### src/rtl/txrx_pkg.sv
// Shared widths, FSM state encoding and packet layout for the transmit scheduler.
package txrx_pkg;

  localparam int unsigned ID_W_DFLT   = 2;
  localparam int unsigned DATA_W_DFLT = 2;
  localparam int unsigned PKT_W_DFLT  = 2 * ID_W_DFLT + DATA_W_DFLT;

  typedef enum logic [0:0] {
    ST_IDLE = 1'b0,
    ST_SEND = 1'b1
  } state_e;

  // Packet at default widths; dest occupies the MSBs
  typedef struct packed {
    logic [ID_W_DFLT-1:0]   dest;
    logic [ID_W_DFLT-1:0]   src;
    logic [DATA_W_DFLT-1:0] data;
  } pkt_t;

  // Index width that stays legal for a single requester
  function automatic int unsigned idx_w(input int unsigned n);
    return (n > 1) ? $clog2(n) : 1;
  endfunction

endpackage

### src/rtl/rr_arbiter.sv
// Combinational round-robin pick: lowest requester index at or above ptr, wrapping.
module rr_arbiter
  import txrx_pkg::*;
#(
  parameter int unsigned N_REQ = 4,
  parameter int unsigned IDX_W = idx_w(N_REQ)
) (
  input  logic [N_REQ-1:0] req,
  input  logic [IDX_W-1:0] ptr,
  output logic             any_c,
  output logic [N_REQ-1:0] sel_oh_c,
  output logic [IDX_W-1:0] sel_idx_c
);

  localparam int unsigned SUM_W = IDX_W + 1;

  logic [N_REQ-1:0] rot;
  logic [SUM_W-1:0] sum;

  // rot[k] is requester (ptr + k) mod N_REQ
  assign rot = N_REQ'({req, req} >> ptr);

  always_comb begin
    any_c = 1'b0;
    sum   = '0;
    // Walk downwards so the lowest rotated offset wins
    for (int k = N_REQ - 1; k >= 0; k--) begin
      if (rot[k]) begin
        any_c = 1'b1;
        sum   = {1'b0, ptr} + SUM_W'(k);
      end
    end
    if (sum >= SUM_W'(N_REQ)) sum = sum - SUM_W'(N_REQ);
    sel_idx_c = IDX_W'(sum);
    sel_oh_c  = any_c ? (N_REQ'(1) << sel_idx_c) : '0;
  end

endmodule

### src/rtl/tx_scheduler.sv
// Round-robin scheduler feeding N_REQ requesters into one valid/ready transmitter.
// Define TX_SCHEDULER_TIMEOUT_EN to drop packets whose ack wait exceeds TIMEOUT_CYC.
module tx_scheduler
  import txrx_pkg::*;
#(
  parameter int unsigned N_REQ       = 4,
  parameter int unsigned ID_W        = ID_W_DFLT,
  parameter int unsigned DATA_W      = DATA_W_DFLT,
  parameter int unsigned TIMEOUT_CYC = 16
) (
  input  logic                       clk,
  input  logic                       rst,
  input  logic [ID_W-1:0]            node_id,
  input  logic [N_REQ-1:0]           req,
  input  logic [N_REQ*ID_W-1:0]      req_dest,
  input  logic [N_REQ*DATA_W-1:0]    req_data,
  output logic [N_REQ-1:0]           grant,
  output logic [2*ID_W+DATA_W-1:0]   tx_out,
  output logic                       tx_valid,
  input  logic                       tx_ready,
  output logic                       busy,
  output logic                       tx_err
);

  localparam int unsigned PKT_W = 2 * ID_W + DATA_W;
  localparam int unsigned IDX_W = idx_w(N_REQ);

  localparam logic [0:0] IDLE = ST_IDLE;
  localparam logic [0:0] SEND = ST_SEND;

  if (TIMEOUT_CYC < 2) begin : g_bad_timeout
    $error("tx_scheduler: TIMEOUT_CYC must be at least 2");
  end

  logic [0:0]       state, state_d;
  logic [IDX_W-1:0] rr_ptr, rr_ptr_d;
  logic [IDX_W-1:0] sel_q;
  logic [IDX_W-1:0] arb_ptr, arb_idx;
  logic [N_REQ-1:0] arb_oh;
  logic             arb_any;
  logic             load_c;
  logic             err_d;
  logic             tmo_hit;
  logic [ID_W-1:0]  dest_sel;
  logic [DATA_W-1:0] data_sel;
  logic [PKT_W-1:0] pkt_c;

  function automatic logic [IDX_W-1:0] inc_idx(input logic [IDX_W-1:0] i);
    return (i == IDX_W'(N_REQ - 1)) ? '0 : i + 1'b1;
  endfunction

  // In SEND a new pick only happens on transfer, so start just past the current packet
  assign arb_ptr = (state == SEND) ? inc_idx(sel_q) : rr_ptr;

  rr_arbiter #(
    .N_REQ (N_REQ),
    .IDX_W (IDX_W)
  ) u_arb (
    .req       (req),
    .ptr       (arb_ptr),
    .any_c     (arb_any),
    .sel_oh_c  (arb_oh),
    .sel_idx_c (arb_idx)
  );

  always_comb begin
    dest_sel = '0;
    data_sel = '0;
    for (int i = 0; i < N_REQ; i++) begin
      if (arb_idx == IDX_W'(i)) begin
        dest_sel = req_dest[i*ID_W +: ID_W];
        data_sel = req_data[i*DATA_W +: DATA_W];
      end
    end
  end

  assign pkt_c = {dest_sel, node_id, data_sel};

`ifdef TX_SCHEDULER_TIMEOUT_EN
  localparam int unsigned TMO_W = idx_w(TIMEOUT_CYC);

  logic [TMO_W-1:0] tmo_cnt;

  assign tmo_hit = (state == SEND) && !tx_ready && (tmo_cnt == TMO_W'(TIMEOUT_CYC - 1));

  // Counts stalled SEND cycles of the current packet
  always_ff @(posedge clk) begin
    if (!rst) begin
      tmo_cnt <= '0;
    end else if ((state != SEND) || tx_ready || load_c) begin
      tmo_cnt <= '0;
    end else begin
      tmo_cnt <= tmo_cnt + 1'b1;
    end
  end
`else
  assign tmo_hit = 1'b0;
`endif

  always_comb begin
    state_d  = state;
    rr_ptr_d = rr_ptr;
    load_c   = 1'b0;
    err_d    = 1'b0;
    case (state)
      IDLE: begin
        if (arb_any) begin
          load_c  = 1'b1;
          state_d = SEND;
        end
      end
      SEND: begin
        if (tx_ready) begin
          rr_ptr_d = inc_idx(sel_q);
          if (arb_any) load_c  = 1'b1;
          else         state_d = IDLE;
        end else if (tmo_hit) begin
          rr_ptr_d = inc_idx(sel_q);
          state_d  = IDLE;
          err_d    = 1'b1;
        end
      end
      default: state_d = IDLE;
    endcase
    // No grant may escape while reset is asserted
    if (!rst) load_c = 1'b0;
  end

  assign grant    = load_c ? arb_oh : '0;
  assign tx_valid = (state == SEND);
  assign busy     = (state != IDLE);

  always_ff @(posedge clk) begin
    if (!rst) begin
      state  <= IDLE;
      rr_ptr <= '0;
      sel_q  <= '0;
      tx_out <= '0;
      tx_err <= 1'b0;
    end else begin
      state  <= state_d;
      rr_ptr <= rr_ptr_d;
      tx_err <= err_d;
      if (load_c) begin
        sel_q  <= arb_idx;
        tx_out <= pkt_c;
      end
    end
  end

endmodule

### config.mk
export PLATFORM = sky130hd
export DESIGN_NAME = tx_scheduler
export DESIGN_NICKNAME = d
export VERILOG_FILES = /design/src/rtl/txrx_pkg.sv /design/src/rtl/rr_arbiter.sv /design/src/rtl/tx_scheduler.sv
export SDC_FILE = /design/constraint.sdc
export NUM_CORES = 1
export LEC_CHECK = 0
export CORE_UTILIZATION = 39
export CTS_CLUSTER_SIZE = 8
export DETAILED_ROUTE_END_ITERATION = 10
export PLACE_DENSITY = 0.88
export SKIP_CTS_REPAIR_TIMING = 1
export SLEW_MARGIN = 20
export SYNTH_ARGS = -nofsm -noshare
export SYNTH_HDL_FRONTEND = slang
export SYNTH_HIERARCHICAL = 1
export SYNTH_SLANG_ARGS = --single-unit
### constraint.sdc
create_clock -name clk -period 2.6 [get_ports clk]
set_clock_uncertainty 0.1 [all_clocks]
set_input_delay 0.52 -clock clk [delete_from_list [all_inputs] [get_ports clk]]
set_output_delay 0.52 -clock clk [all_outputs]
set_load 0.05 [all_outputs]
Yosys cells after proc, flatten, opt, wreduce, memory -nomap -nowiden
Index checks and enable logic that the tools add are counted.

word-level totals
  register bits = 11
  input bits = 25
  logic and storage cells = 46

cells by class
  add/subtract/negate cells = 5
  $lt $le $gt $ge = 1
  equal/unequal tests = 4
  shift-type cells = 2
  muxes and demuxes = 27
  bitwise logic cells = 1
  reductions and logical operators = 2

operators by type and width
  kind                                                                   number
  2-bit two-way mux                                                      11
  3-bit two-way mux                                                      4
  1-bit two-way mux                                                      8
  4-bit two-way mux                                                      2
  8-bit by 2-bit right shift with 4-bit output                           1
  2-bit by 2-bit adder with 3-bit output, second input constant          2
  2-bit equality test, second input constant                             3
  1-bit case mux with 2 select lines                                     2
  1-bit by 2-bit << shifter with 4-bit output, first input constant      1
  2-bit by 1-bit adder with 3-bit output, second input constant          1
  3-bit greater-or-equal comparator, second input constant               1
  2-bit by 1-bit adder with 2-bit output, second input constant          1
  2-bit by 1-bit equality test with 1-bit output, second input constant  1
  2-bit zero test                                                        1
  2-bit AND reduction                                                    1
  2-bit by 1-bit subtractor with 2-bit output, second input constant     1
  1-bit NOT                                                              1

Logic depth before layout (Yosys ltp)
Gate-level depths: netlist (run 1).

  word-level depth = 15
  mapped depth = 9
  mapped depth without buffers = 8

Modules after synthesis
Netlist (run 1), hierarchy kept.

by module, submodules not included
  module        times used  cells an instance  area each (um2)  sequential area each (um2)
  tx_scheduler  1           60                 591.8            220.2
  rr_arbiter    1           32                 178.9            0.0

Worst setup path before layout (run 1)
No wires, ideal clock.

  path kind = register to output
  start point = reg state, in the netlist busy
  end point = out grant[1]
  data arrival time = 1,961 ps
  slack = 19 ps
  cell stages (with the launch flop) = 7
  buffers on the path = 1
  path through = dfxtp_1 > mux2_2 > buf_4 > inv_1 > a21oi_1 > nor3_1 > and2_1

on the way
  cells in the longest elaborated chain, start to end = 11
  elaborated cells between the ends (all ways) = 24
  classes of those cells = 4 x add/sub; 1 x order compare; 2 x shift; 16 x mux; 1 x bitwise

RTL lines
  item                                                                                                    RTL line                            text
  from (decl)                                                                                             tx_scheduler.sv:35                  logic [0:0] state, state_d;
  from (signal assigned)                                                                                  tx_scheduler.sv:141                 state <= state_d;
  2-bit two-way mux (*)                                                                                   tx_scheduler.sv:53                  assign arb_ptr = (state == SEND) ? inc_idx(sel_q) : rr_ptr;
  named net arb_ptr[1]                                                                                    tx_scheduler.sv:38                  logic [IDX_W-1:0] arb_ptr, arb_idx;
  2-bit by 2-bit adder with 3-bit output or 8-bit by 2-bit right shift with 4-bit output (tied branches)  rr_arbiter.sv:30, rr_arbiter.sv:21
  3-bit two-way mux (4 in series)                                                                         rr_arbiter.sv:28                    if (rot[k]) begin
  3-bit greater-or-equal comparator or 2-bit by 1-bit subtractor with 2-bit output (tied branches)        rr_arbiter.sv:33                    if (sum >= SUM_W'(N_REQ)) sum = sum - SUM_W'(N_REQ);
  2-bit two-way mux                                                                                       rr_arbiter.sv:33
  1-bit by 2-bit << shifter with 4-bit output                                                             rr_arbiter.sv:35                    sel_oh_c = any_c ? (N_REQ'(1) << sel_idx_c) : '0;
  4-bit two-way mux (*)                                                                                   rr_arbiter.sv:35
  named net arb_oh[1]                                                                                     tx_scheduler.sv:39                  logic [N_REQ-1:0] arb_oh;
  4-bit two-way mux (*)                                                                                   tx_scheduler.sv:129                 assign grant = load_c ? arb_oh : '0;
  to (decl)                                                                                               tx_scheduler.sv:17                  output logic [N_REQ-1:0] grant,

The timed path passes the listed nets; every way through them passes the cells marked *.

Worst setup path in the final report (run 1)
  start point = reg sel_q[0]
  end point = out grant[3]

on the way
  cells in the longest elaborated chain, start to end = 13
  elaborated cells between the ends (all ways) = 26
  classes of those cells = 5 x add/sub; 1 x order compare; 1 x eq/ne; 2 x shift; 17 x mux

RTL lines
  item                                                                                                    RTL line                            text
  from (decl)                                                                                             tx_scheduler.sv:37                  logic [IDX_W-1:0] sel_q;
  from (signal assigned)                                                                                  tx_scheduler.sv:145                 sel_q <= arb_idx;
  2-bit by 1-bit adder with 2-bit output or 2-bit equality test (tied branches)                           --
  2-bit two-way mux (*)                                                                                   tx_scheduler.sv:49                  return (i == IDX_W'(N_REQ - 1)) ? '0 : i + 1'b1;
  2-bit two-way mux (*)                                                                                   tx_scheduler.sv:53
  named net arb_ptr[0]                                                                                    tx_scheduler.sv:38
  2-bit by 2-bit adder with 3-bit output or 8-bit by 2-bit right shift with 4-bit output (tied branches)  rr_arbiter.sv:30, rr_arbiter.sv:21
  3-bit two-way mux (4 in series)                                                                         rr_arbiter.sv:28
  3-bit greater-or-equal comparator or 2-bit by 1-bit subtractor with 2-bit output (tied branches)        rr_arbiter.sv:33
  2-bit two-way mux                                                                                       rr_arbiter.sv:33
  1-bit by 2-bit << shifter with 4-bit output                                                             rr_arbiter.sv:35
  4-bit two-way mux (*)                                                                                   rr_arbiter.sv:35
  named net arb_oh[3]                                                                                     tx_scheduler.sv:39
  4-bit two-way mux (*)                                                                                   tx_scheduler.sv:129

Marked as above.

==> results of run 1 <==
worst paths after layout:
path / startpoint / endpoint / slack [ns] / depth (start not counted)
max reg2reg: sel_q[0]$_SDFFE_PN0N_ / tx_out[1]$_SDFFE_PN0N_ / 0.24 / 9
min reg2reg: tx_out[5]$_SDFFE_PN0N_ / tx_out[5]$_SDFFE_PN0N_ / 0.36 / 2
max: sel_q[0]$_SDFFE_PN0N_ / grant[3] / -0.05 / 8
min: tx_out[5]$_SDFFE_PN0N_ / tx_out[5]$_SDFFE_PN0N_ / 0.36 / 2
cell usage in the layout, fill, tap and decap left out, types with 2 or more instances in the layout:
cell | synthesis | final
sky130_fd_sc_hd__nand2_1 | 8 | 8
sky130_fd_sc_hd__o2bb2ai_1 | 4 | 4
sky130_fd_sc_hd__dlymetal6s2s_1 | 0 | 3
sky130_fd_sc_hd__a21oi_1 | 11 | 11
sky130_fd_sc_hd__clkbuf_4 | 0 | 3
sky130_fd_sc_hd__clkdlybuf4s50_1 | 0 | 29
sky130_fd_sc_hd__mux4_2 | 4 | 4
sky130_fd_sc_hd__nor2_1 | 8 | 7
sky130_fd_sc_hd__dfxtp_1 | 11 | 8
sky130_fd_sc_hd__nand3_1 | 5 | 5
sky130_fd_sc_hd__o21ai_0 | 5 | 5
sky130_fd_sc_hd__nand2b_1 | 2 | 2
sky130_fd_sc_hd__nor3_1 | 3 | 2
sky130_fd_sc_hd__dfxtp_2 | 0 | 3
sky130_fd_sc_hd__mux2_4 | 0 | 2
sky130_fd_sc_hd__inv_1 | 7 | 7
sky130_fd_sc_hd__buf_4 | 3 | 9
sky130_fd_sc_hd__nand2b_4 | 0 | 2
sky130_fd_sc_hd__and2_4 | 0 | 2
sky130_fd_sc_hd__and2_1 | 4 | 2
sky130_fd_sc_hd__buf_12 | 0 | 4
power groups by stage:
| stage | Combinational, mW | Clock, mW | Sequential [mW] |
|---|---|---|---|
| final | 0.313 | 0.124 | 0.199 |
| after global routing | 0.332 | 0.129 | 0.202 |
| after CTS | 0.289 | 0.124 | 0.196 |
| after detailed placement | 0.286 | 0 | 0.199 |
| after global placement | 0.278 | 0 | 0.198 |
| after floorplan | 0.139 | 0 | 0.238 |
worst max-delay path, delay by kind of cell (launching register included):
kind                       cells  cell delay (ns)
AOI/OAI and AO/OA              2             0.39
DFF                            1             0.35
muxes                          1             0.20
buffers and inverters          1             0.13
adders and majority gates      1             0.16
and+or+nand+nor                3             0.50
flip-flops by register name, summed over array words and instances, names as in the netlist:
register and flops:
busy 1, tx_out 6, rr_ptr 2, sel_q 2
layer usage:
metal	global-route usage (%)	share of wire (%)	up-vias	routed length, µm
li1	-	-	417	-
met1	22.4	36	416	946
met2	43.3	49	66	1300
met3	8.24	9.6	14	251
met4	13.5	4.9	0	129
met5	0	0	-	0
stage by stage:
stage	TNS [ns]	total power, mW	util (%)	setup slack (ns)
2_1_floorplan	0	0.377	-	0.0189
3_3_place_gp	0	0.476	68.9	0.0628
3_5_place_dp	0	0.486	68.9	0.0165
4_1_cts	-0.242	0.609	70.4	-0.114
5_1_grt	-0.196	0.662	74.5	-0.129
6_report	-0.0520	0.637	74.5	-0.0520
cell families after synthesis:
kind of cell / synth area share (%)
and+or+nand+nor: 24.0
other: 0.487
muxes: 15.9
buffers and inverters: 7.79
DFF: 28.6
adders and majority gates: 1.62
AOI/OAI and AO/OA: 21.6
area by class of cell:
cell class | instances | area, µm² | share of cell area, %
clock buffer | 4 | 26.3 | 1.98
inverter | 7 | 26.3 | 1.98
multi-input combinational | 70 | 546 | 41.1
sequential | 11 | 224 | 16.9
tap | 25 | 31.3 | 2.35
timing repair buffer | 45 | 475 | 35.8
==> results.json, run 1 <==
{
  "power.share.clock_pct": 19.5,
  "placed_cells": 157,
  "htree_levels": 1,
  "period_share_pct": 102,
  "synthesis.yosys.warnings": 6,
  "routed_wl_um": 2630,
  "globalRouteOverflowTotal": 0,
  "worstPathMaxFanout": 6,
  "initial_utilization_pct": 43.2,
  "die_area_um2": 2160,
  "internal_power_uw": 398,
  "cellPowerDensity_nw_per_um2": 479,
  "share_seq_of_total_power_pct": 31.3,
  "placedInstanceArea_um2": 1230,
  "worst_hold_path_type": "reg -> reg",
  "area_growth_syn_to_layout_pct": 72.4,
  "synth_top_cells_by_count": "sky130_fd_sc_hd__a21oi_1, sky130_fd_sc_hd__dfxtp_1, sky130_fd_sc_hd__nand2_1, sky130_fd_sc_hd__nor2_1, sky130_fd_sc_hd__inv_1",
  "postSynthNetCount": 118,
  "finalSetupViolations": 1,
  "outcome": "finished with violations",
  "timing.critical_path.required_ns": 1.98,
  "arrival_time_worst_endpoint_ns": 2.03,
  "syn-mean-instance-area_um2": 8.38,
  "nFillCells": 129,
  "report.final.slew_viol_count": 0,
  "combPwrFrac_pct": 49.1,
  "syn_inst": 92,
  "postLayoutSetupSlackWorst_ns": -0.0520,
  "gpl.final_weighted_congestion": 0.852,
  "worst_ir_drop_vdd_mv": 0.296,
  "final_layout_size_suffix_gt1_share_pct": 27.0,
  "finalNetCount": 164,
  "fin_hold_ws_ns": 0.365,
  "drt_iter0_markers": 25,
  "first_pass_grt_wire_length_um": 3380,
  "first_pass_iters": 4,
  "detail-route-antenna-nets": 0,
  "synth_top_cell_by_area": "sky130_fd_sc_hd__dfxtp_1",
  "maxcap_viol_count": 0,
  "final.min_clock_period_ns": 2.65,
  "vias_per_cell": 5.64,
  "post_synth_edffs": 0,
  "grt_max_degree": 11,
  "critical_path.slowest_cell": "sky130_fd_sc_hd__dfxtp_2",
  "post_synth_top_area_share_pct": 28.6,
  "cts-buffers-inserted": 3,
  "yosys.cell_types.count": 28,
  "cts_buffer_depth": 2,
  "clock_pin_slew_on_the_worst_setup_and_hold_paths_ns": 0.07,
  "avgRoutedWirePerCell_um": 16.2,
  "clockRootBuffer": "sky130_fd_sc_hd__clkbuf_4",
  "fp.coreArea_um2": 1780,
  "die-width_um": 46.5,
  "cts.sink_count": 11,
  "first_global_vias": 823,
  "setup.worst_path.class": "reg -> out",
  "row_count": 15,
  "tot_gr_track_use_pct": 23.7,
  "floorplan.io_pins": 38,
  "cp_slowest_stage_delay_ns": 0.35,
  "initial_antenna_violation_count": 0,
  "tritoncts": "yes",
  "fmaxAchievable_mhz": 377,
  "route.vias.total": 913,
  "postSynth.asyncResetShare_pct": 0,
  "synth-main-ff-cell": "sky130_fd_sc_hd__dfxtp_1",
  "power_switching_share_pct": 37.6,
  "final_cell_area_um2": 1330,
  "net-switching-power_uw": 239,
  "failed_checks": "setup timing",
  "worstSkewPairLatency_ns": 0.28,
  "unrepaired_setup_endpoints_after_global_routing": "yes",
  "port-buffer-count": 36,
  "slew-limit-headroom_pct": 66.3,
  "final_hold_viol_count": 0,
  "insertedDiodeCount": 0,
  "area_contributors_post_synth": "sky130_fd_sc_hd__dfxtp_1, sky130_fd_sc_hd__mux4_2, sky130_fd_sc_hd__a21oi_1",
  "synth_area_um2": 771,
  "synth-seq-area-share_pct": 28.6,
  "floorplan.die.height_um": 46.5,
  "timing.critical_path.from_type": "flop",
  "max_slew.worst_pin.slew_ns": 0.504,
  "crit_chain": "ha_4 -> nor2_2 -> mux2_4 -> nand2b_4 -> a21oi_2 -> a211oi_1 -> and2_4 -> buf_12",
  "estimated_wirelength_of_the_detail_placed_design_um": 1800,
  "cellLeakagePower_nw": 0.554,
  "yosys_register_bits": 11,
  "fin_cells": 162,
  "setup.worst_path.end_class": "primary output",
  "remaining_drc_errors": 0
}
Power figures use the tool's default switching activity.
==> run 2, diff against run 1 <==
--- a/config.mk
+++ b/config.mk
@@ -5,13 +5,11 @@
 export SDC_FILE = /design/constraint.sdc
 export NUM_CORES = 1
 export LEC_CHECK = 0
-export CORE_UTILIZATION = 39
+export CORE_UTILIZATION = 41
 export CTS_CLUSTER_SIZE = 8
 export DETAILED_ROUTE_END_ITERATION = 10
-export PLACE_DENSITY = 0.88
+export PLACE_DENSITY = 0.89
 export SKIP_CTS_REPAIR_TIMING = 1
-export SLEW_MARGIN = 20
 export SYNTH_ARGS = -nofsm -noshare
 export SYNTH_HDL_FRONTEND = slang
-export SYNTH_HIERARCHICAL = 1
 export SYNTH_SLANG_ARGS = --single-unit
==> results.json, run 2 <==
{
  "r2r-start": "sel_q[1]$_SDFFE_PN0P_",
  "syn-mean-instance-area_um2": 8.36,
  "initial_utilization_pct": 43.9,
  "report.final.slew_viol_count": 0,
  "rrSetupSlack_ns": 0.41,
  "postSynthNetCount": 129,
  "floorplan.die.height_um": 47.8,
  "clock_pin_slew_on_the_worst_setup_and_hold_paths_ns": 0.08,
  "crit_family": "simple AND/OR/NAND/NOR gates",
  "critical_path.n_buffers_inverters": 1,
  "htree_levels": 1,
  "synth-seq-area-share_pct": 25.6,
  "area_contributors_post_synth": "sky130_fd_sc_hd__dfxtp_1, sky130_fd_sc_hd__a221oi_2, sky130_fd_sc_hd__nand3_1",
  "fp.coreArea_um2": 1960,
  "postLayoutSetupSlackWorst_ns": -0.0782,
  "cts-buffers-inserted": 3,
  "worstSkewPairLatency_ns": 0.28,
  "tot_gr_track_use_pct": 24.7,
  "outcome": "finished with violations",
  "insertedDiodeCount": 0,
  "global_route.peak_usage_layer": "met2",
  "first_global_vias": 927,
  "synth_area_um2": 861,
  "commonest_cells_after_routing_fill_and_taps_aside": "sky130_fd_sc_hd__clkdlybuf4s50_1, sky130_fd_sc_hd__buf_4, sky130_fd_sc_hd__nand2_1",
  "critical_path.slowest_cell": "sky130_fd_sc_hd__dfxtp_2",
  "vias_per_cell": 5.74,
  "cellPowerDensity_nw_per_um2": 448,
  "syn_inst": 103,
  "estimated_wirelength_of_the_detail_placed_design_um": 2180,
  "cp_slowest_stage_delay_ns": 0.35,
  "worst_ir_drop_vdd_mv": 0.359,
  "clockRootBuffer": "sky130_fd_sc_hd__clkbuf_4",
  "detail-route-antenna-nets": 0,
  "synthesis.yosys.warnings": 0,
  "initial_antenna_violation_count": 0,
  "slew-limit-headroom_pct": 59.4,
  "grt.met2_usage_pct": 48.9,
  "post_synth_edffs": 0,
  "final.min_clock_period_ns": 2.68,
  "fmaxAchievable_mhz": 373,
  "die_area_um2": 2290,
  "tritoncts": "yes",
  "registers.top_by_ff_count": "tx_out",
  "postSynth.asyncResetShare_pct": 0,
  "hold-path-endpoint": "tx_out[3]$_SDFFE_PN0P_",
  "fin_hold_ws_ns": 0.368,
  "cellLeakagePower_nw": 0.609,
  "final_hold_viol_count": 0,
  "commonest_non_fill_non_tap_cell_in_the_layout": "sky130_fd_sc_hd__clkdlybuf4s50_1",
  "cts_buffer_depth": 2,
  "met3_grt_util_pct": 5.28,
  "first_pass_grt_wire_length_um": 3830,
  "setup.worst_path.end_class": "primary output",
  "crit_chain": "ha_4 -> mux2i_4 -> nand4_1 -> and3_4 -> and2_4 -> nor3b_4 -> buf_12",
  "worstPathMaxFanout": 6,
  "remaining_drc_errors": 0,
  "largest_register_ffs": 6,
  "period_share_pct": 103,
  "routed_wl_um": 2950,
  "detailedPlace.worstSlack_ns": -0.178,
  "finalNetCount": 181,
  "failed_checks": "setup timing",
  "grtUsageMet1_pct": 24.4,
  "die-width_um": 47.8,
  "max_slew.worst_pin.slew_ns": 0.603,
  "route.vias.total": 1039,
  "row_count": 16,
  "gpl.final_weighted_congestion": 0.898,
  "worst_hold_path_type": "reg -> reg",
  "biggestRegsByFlops": "tx_out: 6 flops, rr_ptr: 2 flops, sel_q: 2 flops",
  "synth_top_cell_by_area": "sky130_fd_sc_hd__dfxtp_1",
  "yosys_register_bits": 11,
  "avgRoutedWirePerCell_um": 16.3,
  "timing.critical_path.from_type": "flop",
  "r2r.worst_path.cells": 6,
  "hold_depth": 2,
  "first_pass_iters": 4,
  "final_layout_size_suffix_gt1_share_pct": 36.4,
  "rr_endpoint": "tx_out[4]$_SDFFE_PN0P_",
  "yosys.cell_types.count": 39,
  "port-buffer-count": 36,
  "finalSetupViolations": 3,
  "floorplan.io_pins": 38,
  "synth_top_cells_by_count": "sky130_fd_sc_hd__dfxtp_1, sky130_fd_sc_hd__nand2_1, sky130_fd_sc_hd__nand3_1",
  "cts.sink_count": 11,
  "setup.worst_path.class": "reg -> out",
  "drt_iter0_markers": 16,
  "unrepaired_setup_endpoints_after_global_routing": "yes",
  "nFillCells": 126,
  "area_growth_syn_to_layout_pct": 73.7,
  "arrival_time_worst_endpoint_ns": 2.06,
  "globalRouteOverflowTotal": 0,
  "startpoint_of_the_worst_hold_path": "tx_out[3]$_SDFFE_PN0P_",
  "timing.critical_path.required_ns": 1.98,
  "synth.most_common_cell": "sky130_fd_sc_hd__dfxtp_1",
  "maxcap_viol_count": 0,
  "post_synth_top_area_share_pct": 25.6,
  "grt_max_degree": 12,
  "synth-main-ff-cell": "sky130_fd_sc_hd__dfxtp_1"
}
## run 2: cell families (layout without fill, tap and decap cells)
kind of cell	after synthesis	after routing	synth area share (%)
AO/OA/AOI/OAI	30	30	30.1
adder cells (fa/ha/maj)	1	1	1.45
buffers and inverters	14	65	9.88
flip-flops	11	11	25.6
multiplexers	3	3	5.09
other	1	1	0.436
AND/OR/NAND/NOR	43	43	27.5
## run 2: layer usage
layer | vias to the layer above | wire (µm)
met3 | 4 | 170
met1 | 501 | 1200
met5 | - | 0
met2 | 49 | 1550
li1 | 485 | -
met4 | 0 | 24
## run 2: where the power goes
part	switching, mW	internal, mW	total [mW]
clock	0.0681	0.0571	0.125
sequential	0.0137	0.186	0.200
combinational	0.182	0.162	0.344
## run 2: stage by stage
stage                     area, µm²  utilization [%]  cells  power (mW)  TNS (ns)
after floorplan                 896                -    103       0.393    -0.103
after global placement         1380             70.4    176       0.506    -0.342
after detailed placement       1380             70.4    176       0.519    -0.480
after CTS                      1410             71.8    180       0.640    -0.752
after global routing           1500             76.2    181       0.696    -0.339
final                          1500             76.2    181       0.669    -0.177
## run 2: cell type report
type	instances	area (µm²)	area share [%]
multi-input combinational	78	644	43.1
timing repair buffer	56	544	36.4
sequential	11	226	15.1
tap	27	33.8	2.26
clock buffer	3	22.5	1.51
inverter	5	18.8	1.26
clock inverter	1	5.00	0.335
## run 2: tightest hold or removal path, stage by stage, from the launching register on
cell                      delay (ns)
sky130_fd_sc_hd__dfxtp_1        0.32
sky130_fd_sc_hd__nand3_1        0.06
sky130_fd_sc_hd__nand2_1        0.05
## run 2: worst max-delay path by stage
stage | from | end | slack, ns | cells past startpoint
2_1_floorplan | sel_q[0]$_SDFFE_PN0P_ | grant[1] | -0.10 | 6
3_3_place_gp | req[3] | grant[2] | -0.13 | 6
3_5_place_dp | req[0] | grant[1] | -0.18 | 7
4_1_cts | sel_q[0]$_SDFFE_PN0P_ | grant[1] | -0.28 | 6
5_1_grt | sel_q[1]$_SDFFE_PN0P_ | grant[1] | -0.13 | 7
6_report | sel_q[1]$_SDFFE_PN0P_ | grant[1] | -0.08 | 7
